File: src/rtl/wb_rr_arbiter4.sv
// Four-master to one-slave pipelined Wishbone arbiter with a registered round-robin grant,
// outstanding-strobe tracking and a hung-slave timeout abort.
module wb_rr_arbiter4 #(
  parameter int AW      = 19,
  parameter int DW      = 32,
  parameter int LGOUT   = 4,
  parameter int TIMEOUT = 1024
) (
  input  logic            i_clk,
  input  logic            i_rst,
  input  logic [3:0]      i_m_cyc,
  input  logic [3:0]      i_m_stb,
  input  logic [3:0]      i_m_we,
  input  logic [4*AW-1:0] i_m_adr,
  input  logic [4*DW-1:0] i_m_dat,
  output logic [3:0]      o_m_ack,
  output logic [3:0]      o_m_stall,
  output logic [3:0]      o_m_err,
  output logic            o_cyc,
  output logic            o_stb,
  output logic            o_we,
  output logic [AW-1:0]   o_adr,
  output logic [DW-1:0]   o_dat,
  input  logic            i_ack,
  input  logic            i_stall,
  input  logic            i_err,
  output logic [3:0]      o_grant,
  output logic            o_timeout
);

  typedef enum logic [1:0] {S_IDLE, S_BUS, S_GAP, S_ABORT} state_t;

  localparam int TW = $clog2(TIMEOUT);
  localparam logic [TW-1:0]    TMO_LAST = TW'(TIMEOUT - 1);
  localparam logic [LGOUT-1:0] CNT_MAX  = {LGOUT{1'b1}};

  state_t           state_q, state_d;
  logic [1:0]       owner_q, owner_d;
  logic [1:0]       last_q, last_d;
  logic [LGOUT-1:0] cnt_q, cnt_d;
  logic [TW-1:0]    tmo_q, tmo_d;

  logic       own_cyc, own_stb, full, bus_cyc, timeout_hit, stb_go, accept;
  logic       pick_valid;
  logic [1:0] pick_idx;

  assign own_cyc     = i_m_cyc[owner_q];
  assign own_stb     = i_m_stb[owner_q];
  assign full        = (cnt_q == CNT_MAX);
  assign bus_cyc     = (state_q == S_BUS) && own_cyc;
  assign timeout_hit = bus_cyc && (cnt_q != '0) && !i_ack && !i_err && (tmo_q == TMO_LAST);
  assign stb_go      = bus_cyc && !timeout_hit && own_stb && !full;
  assign accept      = stb_go && !i_stall;

  always_ff @(posedge i_clk) begin
    if (i_rst) begin
      state_q <= S_IDLE;
      owner_q <= 2'd0;
      last_q  <= 2'd3;
      cnt_q   <= '0;
      tmo_q   <= '0;
    end else begin
      state_q <= state_d;
      owner_q <= owner_d;
      last_q  <= last_d;
      cnt_q   <= cnt_d;
      tmo_q   <= tmo_d;
    end
  end

  // Scan last+4 down to last+1 so the first requester after the previous owner wins.
  always_comb begin
    pick_valid = 1'b0;
    pick_idx   = last_q;
    for (int i = 4; i >= 1; i--) begin
      if (i_m_cyc[last_q + 2'(i)]) begin
        pick_valid = 1'b1;
        pick_idx   = last_q + 2'(i);
      end
    end
  end

  // The GAP cycle is the one dead bus cycle and also arbitrates, so a waiting
  // master owns the bus two cycles after the previous owner drops CYC.
  always_comb begin
    state_d = state_q;
    owner_d = owner_q;
    last_d  = last_q;
    cnt_d   = cnt_q;
    tmo_d   = '0;
    case (state_q)
      S_IDLE, S_GAP: begin
        cnt_d = '0;
        if (pick_valid) begin
          owner_d = pick_idx;
          state_d = S_BUS;
        end else begin
          state_d = S_IDLE;
        end
      end
      S_BUS: begin
        if (!own_cyc) begin
          state_d = S_GAP;
          last_d  = owner_q;
          cnt_d   = '0;
        end else if (timeout_hit) begin
          state_d = S_ABORT;
          cnt_d   = '0;
        end else begin
          if (i_err) begin
            cnt_d = '0;
          end else if (accept && !i_ack) begin
            cnt_d = cnt_q + 1'b1;
          end else if (!accept && i_ack && (cnt_q != '0)) begin
            cnt_d = cnt_q - 1'b1;
          end
          if ((cnt_q != '0) && !i_ack && !i_err) begin
            tmo_d = tmo_q + 1'b1;
          end
        end
      end
      S_ABORT: begin
        cnt_d = '0;
        if (!own_cyc) begin
          state_d = S_GAP;
          last_d  = owner_q;
        end
      end
      default: state_d = S_IDLE;
    endcase
  end

  always_comb begin
    o_m_ack   = 4'b0000;
    o_m_err   = 4'b0000;
    o_m_stall = 4'b1111;
    o_cyc     = 1'b0;
    o_stb     = 1'b0;
    o_we      = 1'b0;
    o_adr     = i_m_adr[owner_q*AW +: AW];
    o_dat     = i_m_dat[owner_q*DW +: DW];
    o_grant   = 4'b0000;
    o_timeout = 1'b0;
    case (state_q)
      S_BUS: begin
        o_grant            = 4'b0001 << owner_q;
        o_cyc              = bus_cyc && !timeout_hit;
        o_stb              = stb_go;
        o_we               = i_m_we[owner_q];
        o_m_stall[owner_q] = i_stall || full || timeout_hit;
        o_m_ack[owner_q]   = i_ack && !timeout_hit;
        o_m_err[owner_q]   = i_err || timeout_hit;
        o_timeout          = timeout_hit;
      end
      S_ABORT: o_grant = 4'b0001 << owner_q;
      default: ;
    endcase
  end

endmodule
File: config.mk
export PLATFORM = sky130hd
export DESIGN_NAME = wb_rr_arbiter4
export DESIGN_NICKNAME = d
export VERILOG_FILES = /design/src/rtl/wb_rr_arbiter4.sv
export SDC_FILE = /design/constraint.sdc
export NUM_CORES = 1
export LEC_CHECK = 0
export ABC_AREA = 0
export BUFFER_PORTS_ARGS = -buffer_cell sky130_fd_sc_hd__buf_2
export CAP_MARGIN = 20
export CORE_AREA = 2 2 114 116
export DETAILED_ROUTE_END_ITERATION = 8
export DIE_AREA = 0 0 116 118
export PLACE_DENSITY = 0.52
export RECOVER_POWER = 50
export SLEW_MARGIN = 25
export SYNTH_ARGS = -nofsm -noshare
export SYNTH_HDL_FRONTEND = slang
export SYNTH_SLANG_ARGS = --single-unit
export TNS_END_PERCENT = 1
File: constraint.sdc
create_clock -name i_clk -period 5.3 [get_ports i_clk]
set_input_delay 0.53 -clock i_clk [delete_from_list [all_inputs] [get_ports i_clk]]
set_output_delay 0.53 -clock i_clk [all_outputs]
set_load 0.1 [all_outputs]
==> run_results.csv <==
group,metric,value,unit
run_status,status,"finished with violations",
run_status,violations,"capacitance limit, slew limit",
synth,avgSynthCellArea,11.2,um^2
clock_network,clockRootBuffer,"clkbuf_16",
global_route,overflow,0,
routing,wire_per_inst,17.9,um
power,peakVddDrop,0.000180,V
floorplan,start_util,20.1,%
finish,final_cells,677,
setup_path,worst_ep_arrival_time,3.57,ns
flow_run,max_cap_violations,1,
floorplan,fp.dieArea,13700,um^2
global_route,antenna_found_initial,1,
sta,tightest_slew,2.07,ns
setup_path,worst-path-max-fanout,37,
routing,drt_iter0_drc,161,
finish,fin_nets,731,
floorplan,die_w,116,um
clock_network,cts_tree,"yes",
floorplan,core_region_area,12400,um^2
place,place_congestion,0.870,
sta,grt_setup_unrepaired,"false",
place,hpwlAfterDp,10500,um
place,portBuffers,291,
power,p_leak,1.92,nW
setup_path,cp-start-kind,"flip-flop",
routing,drc,0,
synth,synth_nets,448,
synth,yosysUniqueCellTypes,40,
routing,antenna_left,0,
sta,hold_slack,0.436,ns
clock_network,clockBufferDepth,2,
clock_network,post-cts-setup-buffers,0,
clock_network,numClockSinks,20,
synth,synth-seq-area-share,16.1,%
synth,synth-async-reset-ratio,0,%
synth,synth-main-ff-cell,"dfxtp_1",
routing,wl,12100,um
routing,drt_first_pass_iters,4,
setup_path,setup.worst_path.end_class,"output pin",
setup_path,worst-setup-path-type,"flip-flop to output pin",
floorplan,die_h,118,um
sta,finalClockSkew,0.00178,ns
global_route,grt.total_usage,16.2,%
finish,drive_gt1_share,69.1,%
sta,tns,0,ns
sta,max_slew_margin,-37.8,%
global_route,grt_pass1_wl,17200,um
sta,finalSetupViolations,0,
clock_network,cts_hold_buffers,0,
setup_path,worst_ep_required_time,4.77,ns
synth,ys_ff_latch,20,
global_route,grt_max_degree,38,
finish,synthToLayoutAreaGrowth,67.3,%
routing,via_per_inst,4.61,
place,placed_cells_incl_taps,673,
sta,fin_crit,4.10,ns
power,power_density,301,nW/um^2
finish,final_core_util,33.6,%
sta,hold_violations,0,
finish,antenna_cells,0,
clock_network,ctsHtreeMaxLevel,1,
synth,synth_area,2490,um^2
clock_network,post_cts_resized,0,
routing,vias,3122,
clock_network,clk_latency,0.25,ns
floorplan,num_rows,41,
clock_network,cts_made_buffers,3,
clock_network,path_clk_slew,0.06,ns
synth,synth_cells,223,
sta,clock.fmax,0.244,GHz
floorplan,pin_count,292,
worst_hold_path,hold_depth,1,
sta,timing.final.crit_share,77.3,%
setup_path,worst_r2r_path_depth,9,
synth,yosys_warnings,0,
synth,synth_edf_count,0,
worst_hold_path,hp-class,"flip-flop to flip-flop",
global_route,grt_pass1_vias,3159,
sta,slew_viol_final,38,
per-layer routing:
metal  vias up  track usage [%]  wire length [um]
met2       132             25.4              5470
met4         0             2.60               127
li1       1475                -                 -
met3        12             7.72              1530
met1      1503             20.6              4990
met5         -                0                 0
metrics by stage:
stage                     setup WS (ns)  total power [mW]  instance area, um^2
after floorplan                   0.726             0.910                 2490
after global placement             2.43              1.10                 4110
after detailed placement           2.39              1.10                 4110
after CTS                          2.11              1.26                 4190
after global routing               1.02              1.30                 4170
final                              1.20              1.25                 4170
report_power, final:
| part | leakage (nW) | switching (mW) | internal (mW) |
|---|---|---|---|
| Combinational | 1.72 | 0.687 | 0.227 |
| Sequential | 0.163 | 0.0265 | 0.156 |
| Clock | 0.0382 | 0.0551 | 0.102 |
state kept, by name (all words and copies together) (netlist names):
register / cells
last_q: 2
tmo_q: 10
owner_q: 2
cnt_q: 4
state_q: 2
cell families (layout without fill, tap and decap cells):
group / count (synthesis) / in the layout / share of synthesized area [%]
adders and majority gates: 4 / 4 / 2.31
and+or+nand+nor: 81 / 81 / 16.6
muxes: 57 / 57 / 50.0
DFF: 20 / 20 / 16.1
xor gates and xnor gates: 8 / 8 / 2.81
buffers and inverters: 25 / 307 / 4.67
AOI/OAI and AO/OA: 28 / 28 / 7.58
worst max-delay path, stage by stage, from the launching register on:
cell      delay, ns
dfxtp_2        0.72
clkbuf_1       1.53
mux4_2         0.58
buf_2          0.46
synthesized netlist by cell type (2+ instances only):
| library cell | count | area, um^2 |
|---|---|---|
| nor2_1 | 21 | 78.8 |
| xnor2_1 | 3 | 26.3 |
| nand3_1 | 3 | 15.0 |
| o211ai_1 | 2 | 15.0 |
| nor4_1 | 2 | 12.5 |
| mux4_2 | 54 | 1220 |
| a31oi_1 | 3 | 18.8 |
| and3_1 | 4 | 25.0 |
| nand2b_1 | 3 | 18.8 |
| buf_2 | 6 | 30.0 |
| buf_1 | 2 | 7.51 |
| ha_1 | 3 | 37.5 |
| and2_1 | 4 | 25.0 |
| nor3_1 | 12 | 60.1 |
| xor2_1 | 5 | 43.8 |
| clkbuf_1 | 5 | 18.8 |
| or3_1 | 3 | 18.8 |
| nand2_1 | 15 | 56.3 |
| inv_1 | 10 | 37.5 |
| a211o_1 | 3 | 26.3 |
| dfxtp_1 | 20 | 400 |
| nand4_1 | 9 | 56.3 |
| a21oi_1 | 9 | 45.0 |
| buf_6 | 2 | 22.5 |
| mux2i_1 | 3 | 30.0 |
| o21ai_0 | 3 | 15.0 |
final cells by class:
type | count | area, um^2
inverters | 10 | 37.5
flip-flops and latches | 20 | 405
clock buffers | 4 | 78.8
fillers | 1338 | 8240
multi-input cells | 178 | 1970
repair buffers | 293 | 1460
well taps | 172 | 215
worst paths after layout:
kind,start,endpoint,slack [ns]
max,owner_q[1],o_dat[3],1.20
min,tmo_q[0],tmo_q[0],0.44
max reg2reg,owner_q[1],cnt_q[3],2.44
min reg2reg,tmo_q[0],tmo_q[0],0.44
placed cells by master (no fill, tap or decap), drive strengths merged, types with 4 or more instances in the layout:
cell type  count
buf          289
mux4          54
nor2          21
dfxtp         20
nand2         15
nor3          12
inv           10
nand4          9
a21oi          9
clkbuf         8
xor2           5
and3           4
and2           4
Note: power is estimated with default switching activity, not from simulation.
